[src/rtl/bf_pkg.sv]
// Shared Bellman-Ford constants and WorkingMemory types.
package bf_pkg;

    localparam int unsigned DEF_NREQ = 4;
    localparam int unsigned WM_AW    = 13;
    localparam int unsigned WM_DW    = 128;
    localparam int unsigned DEF_CW   = 16;

    typedef logic [WM_AW-1:0] wm_addr_t;
    typedef logic [WM_DW-1:0] wm_data_t;

endpackage

[src/rtl/rr_pick.sv]
// Combinational round-robin search: first valid requester at or after ptr.
module rr_pick #(
    parameter int unsigned NREQ = 4
) (
    input  logic [NREQ-1:0]         valid,
    input  logic [$clog2(NREQ)-1:0] ptr,
    output logic                    found,
    output logic [$clog2(NREQ)-1:0] winner
);

    localparam int unsigned IW = $clog2(NREQ);

    logic [IW-1:0] idx;

    // Walk from farthest to nearest so the closest valid requester wins.
    always_comb begin
        found  = 1'b0;
        winner = '0;
        idx    = '0;
        for (int k = int'(NREQ) - 1; k >= 0; k--) begin
            idx = IW'((int'(ptr) + k) % int'(NREQ));
            if (valid[idx]) begin
                found  = 1'b1;
                winner = idx;
            end
        end
    end

endmodule

[src/rtl/wm_write_arbiter.sv]
// Round-robin arbiter for the WorkingMemory write port, with RAW hazard
// flags and a per-pass saturating count of accepted writes.
module wm_write_arbiter
    import bf_pkg::*;
#(
    parameter int unsigned NREQ = DEF_NREQ,
    parameter int unsigned AW   = WM_AW,
    parameter int unsigned DW   = WM_DW,
    parameter int unsigned CW   = DEF_CW
) (
    input  logic                    clock,
    input  logic                    reset,
    input  logic [NREQ-1:0]         req_valid,
    input  logic [NREQ*AW-1:0]      req_addr,
    input  logic [NREQ*DW-1:0]      req_data,
    output logic [NREQ-1:0]         req_ready,
    input  logic                    hold,
    input  logic                    pass_clear,
    input  logic [AW-1:0]           rd_addr1,
    input  logic [AW-1:0]           rd_addr2,
    output logic                    rd_hazard1,
    output logic                    rd_hazard2,
    output logic                    WMWE,
    output logic [AW-1:0]           WMWAR,
    output logic [DW-1:0]           WMWDR,
    output logic [CW-1:0]           wr_count,
    output logic [$clog2(NREQ)-1:0] grant_idx
);

    localparam int unsigned IW = $clog2(NREQ);
    localparam logic [CW-1:0] CNT_MAX = '1;

    logic [IW-1:0] ptr;
    logic [IW-1:0] winner;
    logic          found;
    logic          accept;
    logic [AW-1:0] sel_addr;
    logic [DW-1:0] sel_data;

    rr_pick #(.NREQ(NREQ)) u_pick (
        .valid  (req_valid),
        .ptr    (ptr),
        .found  (found),
        .winner (winner)
    );

    // The granted requester is always valid, so a grant is an accept.
    assign accept = found && !hold;

    always_comb begin
        req_ready = '0;
        if (accept) begin
            req_ready[winner] = 1'b1;
        end
    end

    // Payload mux for the winning requester.
    always_comb begin
        sel_addr = '0;
        sel_data = '0;
        for (int unsigned i = 0; i < NREQ; i++) begin
            if (winner == IW'(i)) begin
                sel_addr = req_addr[i*AW +: AW];
                sel_data = req_data[i*DW +: DW];
            end
        end
    end

    always_ff @(posedge clock) begin
        if (reset) begin
            WMWE      <= 1'b0;
            WMWAR     <= '0;
            WMWDR     <= '0;
            grant_idx <= '0;
            ptr       <= '0;
            wr_count  <= '0;
        end else begin
            WMWE <= accept;
            if (accept) begin
                WMWAR     <= sel_addr;
                WMWDR     <= sel_data;
                grant_idx <= winner;
                ptr       <= (winner == IW'(NREQ - 1)) ? '0 : winner + IW'(1);
            end
            if (pass_clear) begin
                wr_count <= accept ? CW'(1) : '0;
            end else if (accept && wr_count != CNT_MAX) begin
                wr_count <= wr_count + CW'(1);
            end
        end
    end

    // A read issued while a write is registered returns pre-write data.
    assign rd_hazard1 = WMWE && (WMWAR == rd_addr1);
    assign rd_hazard2 = WMWE && (WMWAR == rd_addr2);

endmodule

[config.mk]
export PLATFORM = sky130hd
export DESIGN_NAME = wm_write_arbiter
export DESIGN_NICKNAME = d
export VERILOG_FILES = /design/src/rtl/bf_pkg.sv /design/src/rtl/rr_pick.sv /design/src/rtl/wm_write_arbiter.sv
export SDC_FILE = /design/constraint.sdc
export NUM_CORES = 1
export LEC_CHECK = 0
export CAP_MARGIN = 20
export CORE_AREA = 2 2 294 296
export DETAILED_ROUTE_END_ITERATION = 16
export DIE_AREA = 0 0 296 298
export HOLD_SLACK_MARGIN = 0.05
export SYNTH_ARGS = -nofsm -noshare
export SYNTH_HDL_FRONTEND = slang
export SYNTH_HIERARCHICAL = 1
export SYNTH_SLANG_ARGS = --single-unit
[constraint.sdc]
create_clock -name clock -period 2.6 [get_ports clock]
set_input_delay 0.39 -clock clock [delete_from_list [all_inputs] [get_ports clock]]
set_output_delay 0.39 -clock clock [all_outputs]
set_load 0.02 [all_outputs]
==> qor.csv <==
stage,metric,value,unit
setup_path,critical_path.top_delay_family,buffers and inverters,
logic_synthesis,ys_ff_latch,162,
place,place_inst,3212,
cells_and_area,fin_util,24.5,%
cells_and_area,final_cells,3250,
setup_path,worstPathCellList,clkdlybuf4s50_1 -> nor2_1 -> a211oi_2 -> nor2_1 -> buf_4 -> ha_4 -> buf_12 -> buf_12 -> and2_1 -> buf_4,
logic_synthesis,ys_seq_area_share,31.9,%
run,cap_violations,0,
global_routing,grt.met3_usage,5.95,%
logic_synthesis,synth.cell_area,10200,sq um
cells_and_area,nets,2694,
logic_synthesis,ys_top_cells_by_area,"dfxtp_1 32%, o31a_1 12%, a221oi_1 12%, nor2b_1 8.8%, a21oi_1 7.5%",
cts,root_buffer,clkbuf_16,
logic_synthesis,synth_adder_area_share,0.615,%
setup_path,cp.arrival,2.19,ns
logic_synthesis,synth.top_cell.area_share,31.9,%
logic_synthesis,synth-xor-area-share,2.24,%
cells_and_area,final_cell_mix,"756 x clkdlybuf4s50_1, 159 x dfxtp_1, 152 x a21oi_1, 152 x nor2_1, 146 x nor3_1",
place,hpwl,55.2,mm
global_routing,grtUsageMet1,17.6,%
logic_synthesis,ys_types,47,
sta,timing.fmax,388,MHz
global_routing,use_met2,24.5,%
logic_synthesis,syn_area_per_cell,7.76,sq um
setup_path,critPathBufInv,5,
sta,hold_viol,0,
worst_hold_path,hold_path_class,primary input to flop,
die,design.core.area,84900,sq um
logic_synthesis,syn_nets,1915,
sta,fin_skew,0.0120,ns
cts,ctsHtreeMaxLevel,4,
cts,cts_sinks,162,
logic_synthesis,synth.area.mux_share,0.197,%
place,io_buffers,763,
place,globalplace.congestion,0.915,
detailed_routing,drc,0,
sta,fin_crit,2.58,ns
global_routing,grt_pass1_vias,13900,
detailed_routing,routed_wl,68.8,mm
global_routing,grt_first_pass_wirelength,95.0,mm
die,ios,764,
cts,clk-insertion-delay-late,0.50,ns
detailed_routing,vias_per_cell,4.28,
power_and_ir_drop,leakagePower,7.30,nW
sta,worst_slew_pin_slew,0.622,ns
logic_synthesis,synth-simple-area-share,25.5,%
die,start_util,12.0,%
global_routing,grt_antenna_before_repair,20,
sta,maxSlewViolCount,0,
global_routing,overflow,0,
cells_and_area,areaGrowthSynthToFinish,105,%
logic_synthesis,synth_top_family_by_area,compound AO/OA/AOI/OAI gates,
sta,setup_violations,0,
setup_path,path_class,primary input to output port,
die,die-area,88200,sq um
setup_path,critPathSlowestCell,clkdlybuf4s50_1,
setup_path,crit_required,2.21,ns
die,die_w,296,um
power_and_ir_drop,peakVddDrop,503,uV
logic_synthesis,syn_inst,1312,
cells_and_area,layout_commonest_cell,clkdlybuf4s50_1,
global_routing,track_usage,14.9,%
die,dieHeight,298,um
sta,hold-worst-slack,0.144,ns
setup_path,start_kind,primary input,
setup_path,cp_max_fo,17,
cts,cts.path.max_buffers,2,
status,status,completed,
logic_synthesis,synth_largest_area_cell,dfxtp_1,
cells_and_area,drive_above_1_share,9.36,%
power_and_ir_drop,cellPowerDensity,501,nW/um^2
detailed_routing,drt_iter0_markers,796,
cts,tritoncts,yes,
die,num_rows,107,
cts,clkTransAtPathRegs,0.08,ns
setup_path,max_stage_delay,0.54,ns
place,post-place-ws,-0.364,ns
detailed_routing,firstDrtPassIters,5,
sta,rsz0062_at_grt,true,
detailed_routing,wire_per_inst,21.2,um
cts,cts-buffers-inserted,17,
detailed_routing,postRouteAntennaNets,0,
sta,relSlewSlack,58.4,%
detailed_routing,num_vias,13900,
sta,fin_crit_sh,99.1,%
setup_path,end_kind,output port,
global_routing,busiest_layer,met2,
sta,setup_slack,0.0225,ns
logic_synthesis,synth_compound_area_share,33.7,%
global_routing,grt_max_degree,72,
logic_synthesis,ys_warn_count,6,
state kept, by name, indices dropped and copies added (netlist names):
name and cells:
WMWAR 13, WMWDR 128, WMWE 1, grant_idx 2, ptr 2, wr_count 16
synthesized netlist by cell type, drive strengths merged:
cell / n
dfxtp: 162
a21oi: 153
nor2: 152
nor3: 146
nor2b: 143
o31a: 143
a221oi: 141
clkbuf: 126
buf: 22
nand2: 19
xnor2: 18
nand4: 9
nand3: 8
xor2: 8
or4: 6
ha: 5
nor4: 5
o31ai: 5
and2: 4
or3: 4
a211oi: 3
a31oi: 3
nand2b: 3
o211ai: 3
and4: 2
inv: 2
mux2i: 2
nor3b: 2
o21a: 2
o41ai: 2
a2111oi: 1
a31o: 1
and3: 1
nand3b: 1
nor4bb: 1
o21ai: 1
o22ai: 1
or2: 1
or3b: 1
final timing paths:
kind / startpoint / endpoint / slack [ns] / cells after the start
worst max-delay path: req_valid[1] / req_ready[3] / 0.02 / 10
worst max register to register: ptr[0]$_SDFFE_PP0P_ / WMWDR[54]$_SDFFE_PP0P_ / 0.15 / 11
worst min-delay path: reset / wr_count[0]$_SDFFE_PP0P_ / 0.14 / 2
worst min register to register: grant_idx[0]$_SDFFE_PP0P_ / grant_idx[0]$_SDFFE_PP0P_ / 0.48 / 2
per-stage QoR:
stage	total power, mW	TNS [ns]	area (sq um)
after CTS	10.6	-0.0838	20800
after global routing	11.0	-0.0598	20800
final	10.4	0	20800
after detailed placement	7.45	-35.71	20100
after floorplan	4.90	0	10200
after global placement	7.45	-38.73	20100
routing by layer:
layer	wire length, um	part of all wire [%]	vias up
met5	80	0.12	-
met4	1690	2.5	14
met3	7510	11	88
met2	32000	46	693
met1	27600	40	6596
li1	-	-	6521
power by group:
part / switching, mW / internal (mW) / total, mW
clock: 1.24 / 1.78 / 3.03
sequential: 0.188 / 2.73 / 2.92
combinational: 2.05 / 2.44 / 4.49
worst register-to-register path, cell delays in order (launching register included):
cell and delay [ns]:
dfxtp_2 0.37, nor3b_2 0.19, a211oi_2 0.05, nor2_1 0.16, buf_4 0.18, ha_4 0.15, buf_4 0.16, buf_12 0.22
buf_4 0.37, a221oi_1 0.08, o31a_1 0.29, nor3_1 0.17
logic make-up (layout without fill, tap and decap cells):
logic type                 after synthesis  after routing
and+or+nand+nor                        508            508
AOI/OAI and AO/OA                      459            459
DFF                                    162            162
buffers and inverters                  150            942
xor gates and xnor gates                26             26
adders and majority gates                5              5
muxes                                    2              2
other                                    0              2
final cells by class:
type                            instances  area [sq um]
Timing Repair Buffer                  908          9080
Inverter                                2          7.51
Clock inverter                          8           174
Tap cell                             1144          1430
Sequential cell                       162          3250
Clock buffer                           24           482
Multi-Input combinational cell       1000          6400
Antenna cell                            2          5.00
Fill cell                            9317         64100
what timing repair did:
action,4_1_cts,5_1_grt
buffers inserted,3,1
gates resized for setup,12,7
cloned,0,0
hold endpoints to repair,0,0
endpoints found under the setup margin,6,29
pin swaps,1,0
hold buffers,0,0
Note: power is estimated with default switching activity, not from simulation.
